[src/rtl/tilt_pkg.sv]
// Shared types, default constants and helpers for the tilt conditioning path.
package tilt_pkg;

    typedef enum logic [1:0] {
        StCenter = 2'd0,
        StLeft   = 2'd1,
        StRight  = 2'd2
    } tilt_state_e;

    localparam int unsigned DefSampleDiv = 100000;
    localparam int unsigned DefAvgLog2   = 2;
    localparam int unsigned DefEnterTh   = 3;
    localparam int unsigned DefExitTh    = 1;

    // |v| for a 5-bit signed value; -16 has no 4-bit magnitude and clamps to 15.
    function automatic logic [3:0] sat_abs5(input logic signed [4:0] v);
        logic [4:0] neg;
        neg = -v;
        if (v[4] && (v[3:0] == 4'd0)) begin
            return 4'd15;
        end else if (v[4]) begin
            return neg[3:0];
        end else begin
            return v[3:0];
        end
    endfunction

endpackage

[src/rtl/acl_sample_sync.sv]
// Brings the lateral-axis field into the clk domain and issues one accept per sample tick,
// deferred until the synchronised value is stable.
module acl_sample_sync
    import tilt_pkg::*;
#(
    parameter int unsigned SAMPLE_DIV = DefSampleDiv
) (
    input  logic       clk,
    input  logic       rst,
    input  logic [4:0] raw,
    output logic       accept,
    output logic [4:0] sample
);

    localparam int unsigned CntW = (SAMPLE_DIV > 1) ? $clog2(SAMPLE_DIV) : 1;

    logic [CntW-1:0] cnt_q;
    logic [4:0]      s1_q;
    logic [4:0]      s2_q;
    logic            pending_q;
    logic            tick;
    logic            stable;
    logic            want;

    assign tick   = (cnt_q == CntW'(SAMPLE_DIV - 1));
    assign stable = (s1_q == s2_q);
    // A tick can be taken in its own cycle; a second tick while one is outstanding merges.
    assign want   = tick | pending_q;
    assign accept = want & stable;
    assign sample = s2_q;

    always_ff @(posedge clk or posedge rst) begin
        if (rst) begin
            s1_q      <= '0;
            s2_q      <= '0;
            cnt_q     <= '0;
            pending_q <= 1'b0;
        end else begin
            s1_q      <= raw;
            s2_q      <= s1_q;
            cnt_q     <= tick ? '0 : cnt_q + CntW'(1);
            pending_q <= want & ~stable;
        end
    end

endmodule

[src/rtl/tilt_filter.sv]
// Moving-average filter plus hysteresis FSM turning the accelerometer lateral axis into a
// debounced left/right tilt decision with a saturated intensity.
module tilt_filter
    import tilt_pkg::*;
#(
    parameter int unsigned SAMPLE_DIV = DefSampleDiv,
    parameter int unsigned AVG_LOG2   = DefAvgLog2,
    parameter int unsigned ENTER_TH   = DefEnterTh,
    parameter int unsigned EXIT_TH    = DefExitTh
) (
    input  logic        clk,
    input  logic        rst,
    input  logic [14:0] acl_data,
    output logic        tilt_left,
    output logic        tilt_right,
    output logic [3:0]  tilt_intensity,
    output logic [4:0]  filt_avg,
    output logic        upd_strobe
);

    localparam int unsigned Depth = 1 << AVG_LOG2;
    localparam int unsigned SumW  = 5 + AVG_LOG2;
    localparam logic signed [5:0] EnterP = 6'(ENTER_TH);
    localparam logic signed [5:0] ExitP  = 6'(EXIT_TH);

    logic                   accept;
    logic [4:0]             sample;
    logic [4:0]             win_q [Depth];
    logic signed [SumW-1:0] sum_q;
    logic signed [SumW-1:0] samp_x;
    logic signed [SumW-1:0] old_x;
    logic                   upd_q;
    tilt_state_e            state_q;
    tilt_state_e            state_d;
    logic signed [4:0]      avg;
    logic signed [5:0]      avg_x;
    logic [3:0]             inten_d;
    logic                   acl_unused;

    assign acl_unused = ^{acl_data[14:10], acl_data[4:0]};

    acl_sample_sync #(
        .SAMPLE_DIV(SAMPLE_DIV)
    ) u_sync (
        .clk   (clk),
        .rst   (rst),
        .raw   (acl_data[9:5]),
        .accept(accept),
        .sample(sample)
    );

    assign samp_x = {{AVG_LOG2{sample[4]}}, sample};
    assign old_x  = {{AVG_LOG2{win_q[Depth-1][4]}}, win_q[Depth-1]};
    // The top five bits of the sum are exactly sum >>> AVG_LOG2 (floor toward -inf).
    assign avg    = sum_q[SumW-1 -: 5];
    assign avg_x  = {avg[4], avg};

    always_ff @(posedge clk or posedge rst) begin
        if (rst) begin
            for (int i = 0; i < int'(Depth); i++) begin
                win_q[i] <= '0;
            end
            sum_q <= '0;
        end else if (accept) begin
            win_q[0] <= sample;
            for (int i = int'(Depth) - 1; i > 0; i--) begin
                win_q[i] <= win_q[i-1];
            end
            sum_q <= sum_q + samp_x - old_x;
        end
    end

    // Crossovers are tested before the return to centre so a sign flip never passes through it.
    always_comb begin
        state_d = state_q;
        unique case (state_q)
            StCenter: begin
                if (avg_x >= EnterP) state_d = StLeft;
                else if (avg_x <= -EnterP) state_d = StRight;
            end
            StLeft: begin
                if (avg_x <= -EnterP) state_d = StRight;
                else if (avg_x < ExitP) state_d = StCenter;
            end
            StRight: begin
                if (avg_x >= EnterP) state_d = StLeft;
                else if (avg_x > -ExitP) state_d = StCenter;
            end
            default: state_d = StCenter;
        endcase
        inten_d = (state_d == StCenter) ? 4'd0 : sat_abs5(avg);
    end

    always_ff @(posedge clk or posedge rst) begin
        if (rst) begin
            upd_q          <= 1'b0;
            upd_strobe     <= 1'b0;
            state_q        <= StCenter;
            tilt_left      <= 1'b0;
            tilt_right     <= 1'b0;
            tilt_intensity <= '0;
            filt_avg       <= '0;
        end else begin
            upd_q      <= accept;
            upd_strobe <= upd_q;
            if (upd_q) begin
                state_q        <= state_d;
                tilt_left      <= (state_d == StLeft);
                tilt_right     <= (state_d == StRight);
                tilt_intensity <= inten_d;
                filt_avg       <= avg;
            end
        end
    end

endmodule

[config.mk]
export PLATFORM = sky130hd
export DESIGN_NAME = tilt_filter
export DESIGN_NICKNAME = d
export VERILOG_FILES = /design/src/rtl/tilt_pkg.sv /design/src/rtl/acl_sample_sync.sv /design/src/rtl/tilt_filter.sv
export SDC_FILE = /design/constraint.sdc
export NUM_CORES = 1
export LEC_CHECK = 0
export BUFFER_PORTS_ARGS = -buffer_cell sky130_fd_sc_hd__buf_2
export CELL_PAD_IN_SITES_DETAIL_PLACEMENT = 1
export CELL_PAD_IN_SITES_GLOBAL_PLACEMENT = 1
export CORE_MARGIN = 8
export CORE_UTILIZATION = 51
export DETAILED_ROUTE_END_ITERATION = 12
export PLACE_DENSITY = 0.87
export SLEW_MARGIN = 10
export SYNTH_ARGS = -nofsm -noshare
export SYNTH_HDL_FRONTEND = slang
export SYNTH_HIERARCHICAL = 1
export SYNTH_SLANG_ARGS = --single-unit
[constraint.sdc]
create_clock -name clk -period 7.65 [get_ports clk]
set_input_delay 1.1475 -clock clk [delete_from_list [all_inputs] [get_ports clk]]
set_output_delay 1.1475 -clock clk [all_outputs]
set_load 0.005 [all_outputs]
==> impl_metrics.env, run 1 <==
export IMPL_grt_overflow=0
export IMPL_fin_area_mm2=0.00366
export IMPL_port_buffers=18
export IMPL_synthArstFlopShare_pct=100
export IMPL_clock_sinks=70
export IMPL_worst_endpoint_required_ns=7.87
export IMPL_yosys_top_cells_area="dfrtp_1 53%, mux2_2 7.8%, ha_1 4.5%"
export IMPL_crit_arrival_ns=3.23
export IMPL_max_stage_delay_ns=0.55
export IMPL_cts_max_level=3
export IMPL_hold_start="u_sync/s1_q[3]$_DFF_PP0_"
export IMPL_yosysSeqAreaShare_pct=52.6
export IMPL_syn_nets=328
export IMPL_cts_resized=0
export IMPL_die_h_um=96.8
export IMPL_hold_class="register to register"
export IMPL_setup_tns_ns=0
export IMPL_design_die_area_mm2=0.00937
export IMPL_finalWirelength_um=6510
export IMPL_antenna_found_initial=0
export IMPL_fin_nets=349
export IMPL_ir_worst_vdd_v=0.000141
export IMPL_fin_crit_ns=3.01
export IMPL_numCtsBuffers=9
export IMPL_synth_edf_count=0
export IMPL_insertion_delay_ns=0.35
export IMPL_synthCells=293
export IMPL_n_antenna_cell=0
export IMPL_initial_utilization_pct=52.5
export IMPL_worstPathMaxFanout=37
export IMPL_post_cts_buffers=0
export IMPL_setup_worst_path_start="u_sync/cnt_q[6]$_DFF_PP0_"
export IMPL_fin_skew_ns=0.00920
export IMPL_synth_largest_area_cell="dfrtp_1"
export IMPL_rsz0062_at_grt="false"
export IMPL_finalCritPeriodShare_pct=39.3
export IMPL_synth_seq_cells=70
export IMPL_hold_viol=0
export IMPL_relSlewSlack_pct=32.8
export IMPL_holdBufCountCts=0
export IMPL_grt_usage_pct=14.9
export IMPL_synth_top_area_share_pct=52.6
export IMPL_slew_violations=0
export IMPL_drtIter0Drc=52
export IMPL_critical_path_class="register to register"
export IMPL_holdPathStages=0
export IMPL_synthTopCellsByCount="70 x dfrtp_1, 35 x inv_1, 23 x mux2_2, 17 x nor2_1, 15 x nand2_1"
export IMPL_status="finished, final reports clean"
export IMPL_vias_per_cell=5.47
export IMPL_grt_pass1_wl_um=11400
export IMPL_drive_above_1_share_pct=20.4
export IMPL_cp_slowest_cell="and4_1"
export IMPL_cts_tree="built"
export IMPL_drtAntennaViolNets=0
export IMPL_cts_root_buffer_cell="clkbuf_8"
export IMPL_clk_path_buf_depth=2
export IMPL_remaining_drc_errors=0
export IMPL_grt_pass1_vias=2410
export IMPL_syn_area_mm2=0.00333
export IMPL_place_area_mm2=0.00348
export IMPL_avgRoutedWirePerCell_um=16.4
export IMPL_setup_viol=0
export IMPL_synth_area_per_cell_um2=11.4
export IMPL_io_pins=29
export IMPL_die_width_um=96.8
export IMPL_leakage_uw=0.00175
export IMPL_grt_max_degree=43
export IMPL_r2r_start="u_sync/cnt_q[6]$_DFF_PP0_"
export IMPL_r2r_end="sum_q[6]$_DFFE_PP0P_"
export IMPL_area_delta_synth_final_pct=9.84
export IMPL_fin_util_pct=57.6
export IMPL_hold_end="u_sync/sample[3]$_DFF_PP0_"
export IMPL_synth_flop_cell="dfrtp_1"
export IMPL_vias=2168
export IMPL_worst_slew_pin_slew_ns=1.00
export IMPL_dpl_hpwl_um=4740
export IMPL_cts_clk_slew_worst_paths_ns=0.07
export IMPL_ys_warn_count=6
export IMPL_power_density_mw_per_mm2=183
export IMPL_synth_most_common_cell="dfrtp_1"
export IMPL_startpoint_type="register"
export IMPL_cap_violations=0
export IMPL_synth_cell_types=48
export IMPL_r2r_slack_ns=4.64
export IMPL_path_cells="or4b_1 -> nor4_1 -> and4_1 -> o211a_1 -> buf_4 -> nand3_1 -> a21boi_0 -> a41o_1 -> nor3_1 -> xnor2_1"
export IMPL_end_kind="register"
export IMPL_coreArea_mm2=0.00635
export IMPL_rows=29
export IMPL_r2r_cells=10
export IMPL_clock_fmax_mhz=332
export IMPL_first_pass_iters=5
export IMPL_place_congestion=0.786
logic make-up after synthesis:
kind of cell / count (synthesis) / synth area share [%]
and+or+nand+nor: 70 / 11.2
adders and majority gates: 18 / 8.11
buffers and inverters: 45 / 5.37
xor gates and xnor gates: 24 / 6.31
DFF: 70 / 52.6
AOI/OAI and AO/OA: 42 / 8.34
muxes: 24 / 8.08
placed cells by master (no fill, tap or decap), drive strengths merged, types with 2 or more instances in the layout:
master,n
clkinv,4
nand3,8
a21oi,7
clkbuf,9
clkinvlp,3
nand4,6
mux2,23
fa,6
a21boi,2
nor4,6
xnor2,11
a21o,2
nand2,15
nor2,17
inv,35
buf,20
xor2,13
o22ai,5
ha,12
o21ai,15
nor2b,2
dfrtp,70
nor3,7
power by group:
| group | internal (µW) | switching [µW] |
|---|---|---|
| Combinational | 12.0 | 20.7 |
| Clock | 118 | 144 |
| Sequential | 372 | 2.63 |
| Total | 502 | 167 |
per-stage QoR:
step	hold WS (ns)	std cells	setup WS, ns	power (µW)
final	0.396	396	4.64	669
after global routing	0.400	396	4.42	695
after CTS	0.396	396	4.63	679
after detailed placement	0.379	380	4.66	416
after global placement	0.377	380	4.75	413
after floorplan	0.352	293	5.09	406
layout make-up:
type | instances | area, µm²
flip-flops and latches | 70 | 1750
multi-input cells | 178 | 1400
repair buffers | 20 | 105
inverters | 35 | 131
clock inverters | 7 | 50.0
clock buffers | 9 | 124
fillers | 671 | 2690
well taps | 77 | 96.3
per-layer routing:
layer / GRT usage, % / up-vias / wire length [µm]
li1: - / 1038 / -
met1: 17.5 / 1087 / 2960
met2: 24.2 / 28 / 3170
met3: 3.34 / 15 / 191
met4: 8.76 / 0 / 187
met5: 0 / - / 0
critical path: cells and delay by family, from the launching register on:
| kind | cells | cell delay, ns |
|---|---|---|
| XOR/XNOR | 1 | 0.13 |
| buffers and inverters | 1 | 0.37 |
| AND/OR/NAND/NOR | 5 | 1.41 |
| flip-flops | 1 | 0.44 |
| AO/OA/AOI/OAI | 3 | 0.52 |
state kept, by name, summed over array words and instances, names as in the netlist:
signal / flops
tilt_left: 1
u_sync/pending_q: 1
filt_avg: 5
u_sync/sample: 5
upd_strobe: 1
tilt_intensity: 4
old_x: 5
state_q: 2
tilt_right: 1
upd_q: 1
u_sync/cnt_q: 17
win_q: 15
u_sync/s1_q: 5
sum_q: 7
worst max-delay path by stage:
stage,end,slack [ns],cells after the start
2_1_floorplan,win_q[10]$_DFFE_PP0P_,5.09,8
3_3_place_gp,sum_q[6]$_DFFE_PP0P_,4.75,10
3_5_place_dp,sum_q[6]$_DFFE_PP0P_,4.66,10
4_1_cts,sum_q[6]$_DFFE_PP0P_,4.63,10
5_1_grt,sum_q[6]$_DFFE_PP0P_,4.42,10
6_report,sum_q[6]$_DFFE_PP0P_,4.64,10
No activity file was read; power rests on OpenSTA's default activity.
==> run 2, diff against run 1 <==
--- a/config.mk
+++ b/config.mk
@@ -5,13 +5,14 @@
 export SDC_FILE = /design/constraint.sdc
 export NUM_CORES = 1
 export LEC_CHECK = 0
+export ABC_AREA = 1
 export BUFFER_PORTS_ARGS = -buffer_cell sky130_fd_sc_hd__buf_2
 export CELL_PAD_IN_SITES_DETAIL_PLACEMENT = 1
 export CELL_PAD_IN_SITES_GLOBAL_PLACEMENT = 1
 export CORE_MARGIN = 8
-export CORE_UTILIZATION = 51
+export CORE_UTILIZATION = 40
 export DETAILED_ROUTE_END_ITERATION = 12
-export PLACE_DENSITY = 0.87
+export PLACE_DENSITY = 0.78
 export SLEW_MARGIN = 10
 export SYNTH_ARGS = -nofsm -noshare
 export SYNTH_HDL_FRONTEND = slang
==> constraint.sdc (replaced) <==
create_clock -name clk -period 2.5 [get_ports clk]
set_input_delay 0.375 -clock clk [delete_from_list [all_inputs] [get_ports clk]]
set_output_delay 0.375 -clock clk [all_outputs]
set_load 0.005 [all_outputs]
==> run 2 against run 1 <==
  * Core utilization shrank 12 points
  * Flip-flop and latch count did not move
  * Synthesized cell count up 56%
  * Register-to-register slack worse by 4.4 ns
  * Sequential power grew to 3.1 times the previous value
  * Power rose to 3.3 times the previous value
  * Critical endpoint is now sum_q[5]$_DFFE_PP0P_
  * Highest routed layer unchanged
==> impl_metrics.env, run 2 <==
export IMPL_drtAntennaViolNets=0
export IMPL_grt_pass1_wl_um=14700
export IMPL_drive_above_1_share_pct=11.9
export IMPL_cts_max_level=3
export IMPL_first_pass_iters=4
export IMPL_cts_resized=0
export IMPL_synth_seq_cells=70
export IMPL_grt_overflow=0
export IMPL_synth_flop_cell="dfrtp_1"
export IMPL_cts_root_buffer_cell="clkbuf_8"
export IMPL_syn_area_mm2=0.00368
export IMPL_end_kind="register"
export IMPL_fin_util_pct=45.2
export IMPL_die_width_um=112
export IMPL_worst_slew_pin_slew_ns=0.701
export IMPL_layout_common_cells="129 x nand2_1, 81 x inv_1, 70 x dfrtp_1"
export IMPL_fin_skew_ns=0.0121
export IMPL_rsz0062_at_grt="false"
export IMPL_fin_nets=518
export IMPL_synthTopCellsByCount="129 x nand2_1, 81 x inv_1, 70 x dfrtp_1, 39 x nor2_1, 30 x o21ai_0"
export IMPL_syn_nets=493
export IMPL_area_delta_synth_final_pct=11.4
export IMPL_avgRoutedWirePerCell_um=13.7
export IMPL_whs_ns=0.111
export IMPL_grt_usage_pct=14.5
export IMPL_largest_reg_flops=17
export IMPL_startpoint_type="register"
export IMPL_remaining_drc_errors=0
export IMPL_hold_viol=0
export IMPL_synth_largest_area_cell="dfrtp_1"
export IMPL_vias=2896
export IMPL_coreArea_mm2=0.00906
export IMPL_yosysSeqAreaShare_pct=47.6
export IMPL_top_regs="u_sync/cnt_q: 17 flops, win_q: 15 flops, sum_q: 7 flops"
export IMPL_synthArstFlopShare_pct=100
export IMPL_power_uw=2240
export IMPL_critical_path_class="register to register"
export IMPL_crit_arrival_ns=2.47
export IMPL_insertion_delay_ns=0.35
export IMPL_synth_top_area_share_pct=47.6
export IMPL_worst_endpoint_required_ns=2.72
export IMPL_setup_tns_ns=0
export IMPL_worstPathMaxFanout=7
export IMPL_synthCells=458
export IMPL_finalWirelength_um=8220
export IMPL_n_antenna_cell=0
export IMPL_post_cts_buffers=0
export IMPL_relSlewSlack_pct=53.2
export IMPL_place_congestion=0.809
export IMPL_cap_violations=0
export IMPL_ys_warn_count=6
export IMPL_clock_fmax_mhz=445
export IMPL_dpl_hpwl_um=6120
export IMPL_final_common_cell="nand2_1"
export IMPL_leakage_uw=0.00220
export IMPL_slew_violations=0
export IMPL_synth_most_common_cell="nand2_1"
export IMPL_status="finished, final reports clean"
export IMPL_setup_viol=0
export IMPL_hold_class="input port to asynchronous set/reset pin"
export IMPL_yosys_top_cells_area="dfrtp_1 48%, nand2_1 13%, inv_1 8.3%"
export IMPL_design_die_area_mm2=0.0125
export IMPL_ir_worst_vdd_v=0.000296
export IMPL_synth_cell_types=28
export IMPL_drtIter0Drc=114
export IMPL_antenna_found_initial=0
export IMPL_io_pins=29
export IMPL_power_density_mw_per_mm2=547
export IMPL_finalCritPeriodShare_pct=89.9
export IMPL_synth_area_per_cell_um2=8.04
export IMPL_top_register="u_sync/cnt_q"
export IMPL_holdBufCountCts=0
export IMPL_clk_path_buf_depth=2
export IMPL_synth_edf_count=0
export IMPL_r2r_cells=11
export IMPL_cts_clk_slew_worst_paths_ns=0.07
export IMPL_initial_utilization_pct=40.6
export IMPL_die_h_um=112
export IMPL_grt_max_degree=43
export IMPL_grt_pass1_vias=3133
export IMPL_clock_sinks=70
export IMPL_rows=35
export IMPL_vias_per_cell=4.84
export IMPL_numCtsBuffers=9
export IMPL_fin_crit_ns=2.25
export IMPL_cts_tree="built"
export IMPL_port_buffers=18
-- run 2: per-layer routing --
| layer | global-route usage (%) | part of all wire (%) | vias up |
|---|---|---|---|
| li1 | - | - | 1451 |
| met1 | 17.5 | 47 | 1407 |
| met2 | 24.4 | 49 | 27 |
| met3 | 3.57 | 3.2 | 11 |
| met4 | 5.58 | 1.6 | 0 |
| met5 | 0 | 0 | - |
-- run 2: power by group --
part	internal (µW)	switching (µW)	total, µW
logic	36.9	77.8	115
registers	1140	8.74	1150
clock network	552	426	978
-- run 2: cell families after synthesis --
| family | count (synthesis) | synth area share [%] |
|---|---|---|
| compound gates | 49 | 6.93 |
| xor+xnor | 8 | 1.90 |
| fa+ha+maj | 18 | 7.34 |
| buf+inv | 96 | 10.1 |
| flops | 70 | 47.6 |
| simple gates | 217 | 26.1 |
-- run 2: final timing paths --
path,startpoint,end,slack [ns]
min reg2reg,u_sync/s1_q[2]$_DFF_PP0_,u_sync/sample[2]$_DFF_PP0_,0.41
min,rst,u_sync/sample[4]$_DFF_PP0_,0.11
max in group asynchronous,rst,win_q[15]$_DFFE_PP0P_,1.96
max,sum_q[2]$_DFFE_PP0P_,sum_q[5]$_DFFE_PP0P_,0.25
max reg2reg,sum_q[2]$_DFFE_PP0P_,sum_q[5]$_DFFE_PP0P_,0.25
min in group clk,acl_data[7],u_sync/s1_q[2]$_DFF_PP0_,0.13
-- run 2: critical path: stages, from the launching register on --
cell and delay (ns):
dfrtp_1 0.42, inv_1 0.16, fa_1 0.52, inv_1 0.05, ha_1 0.39, nand2_1 0.12
nand2_1 0.07, nand2_1 0.07, nand3_1 0.09, nand2_1 0.06, nand3_1 0.08, o21ai_0 0.08
-- run 2: final cells by class --
cell class / count / area (µm²)
inverter: 89 / 334
fill: 1121 / 4960
clock buffer: 10 / 128
clock inverter: 5 / 75.1
sequential: 70 / 1750
timing repair buffer: 21 / 113
tap: 111 / 139
multi-input combinational: 292 / 1560
-- run 2: metrics by stage --
stage | setup slack, ns | cell area, µm² | std cells
final | 0.253 | 4100 | 598
after detailed placement | 0.306 | 3900 | 583
after floorplan | 0.582 | 3680 | 458
after global placement | 0.358 | 3900 | 583
after CTS | 0.250 | 4100 | 598
after global routing | 0.0659 | 4100 | 598
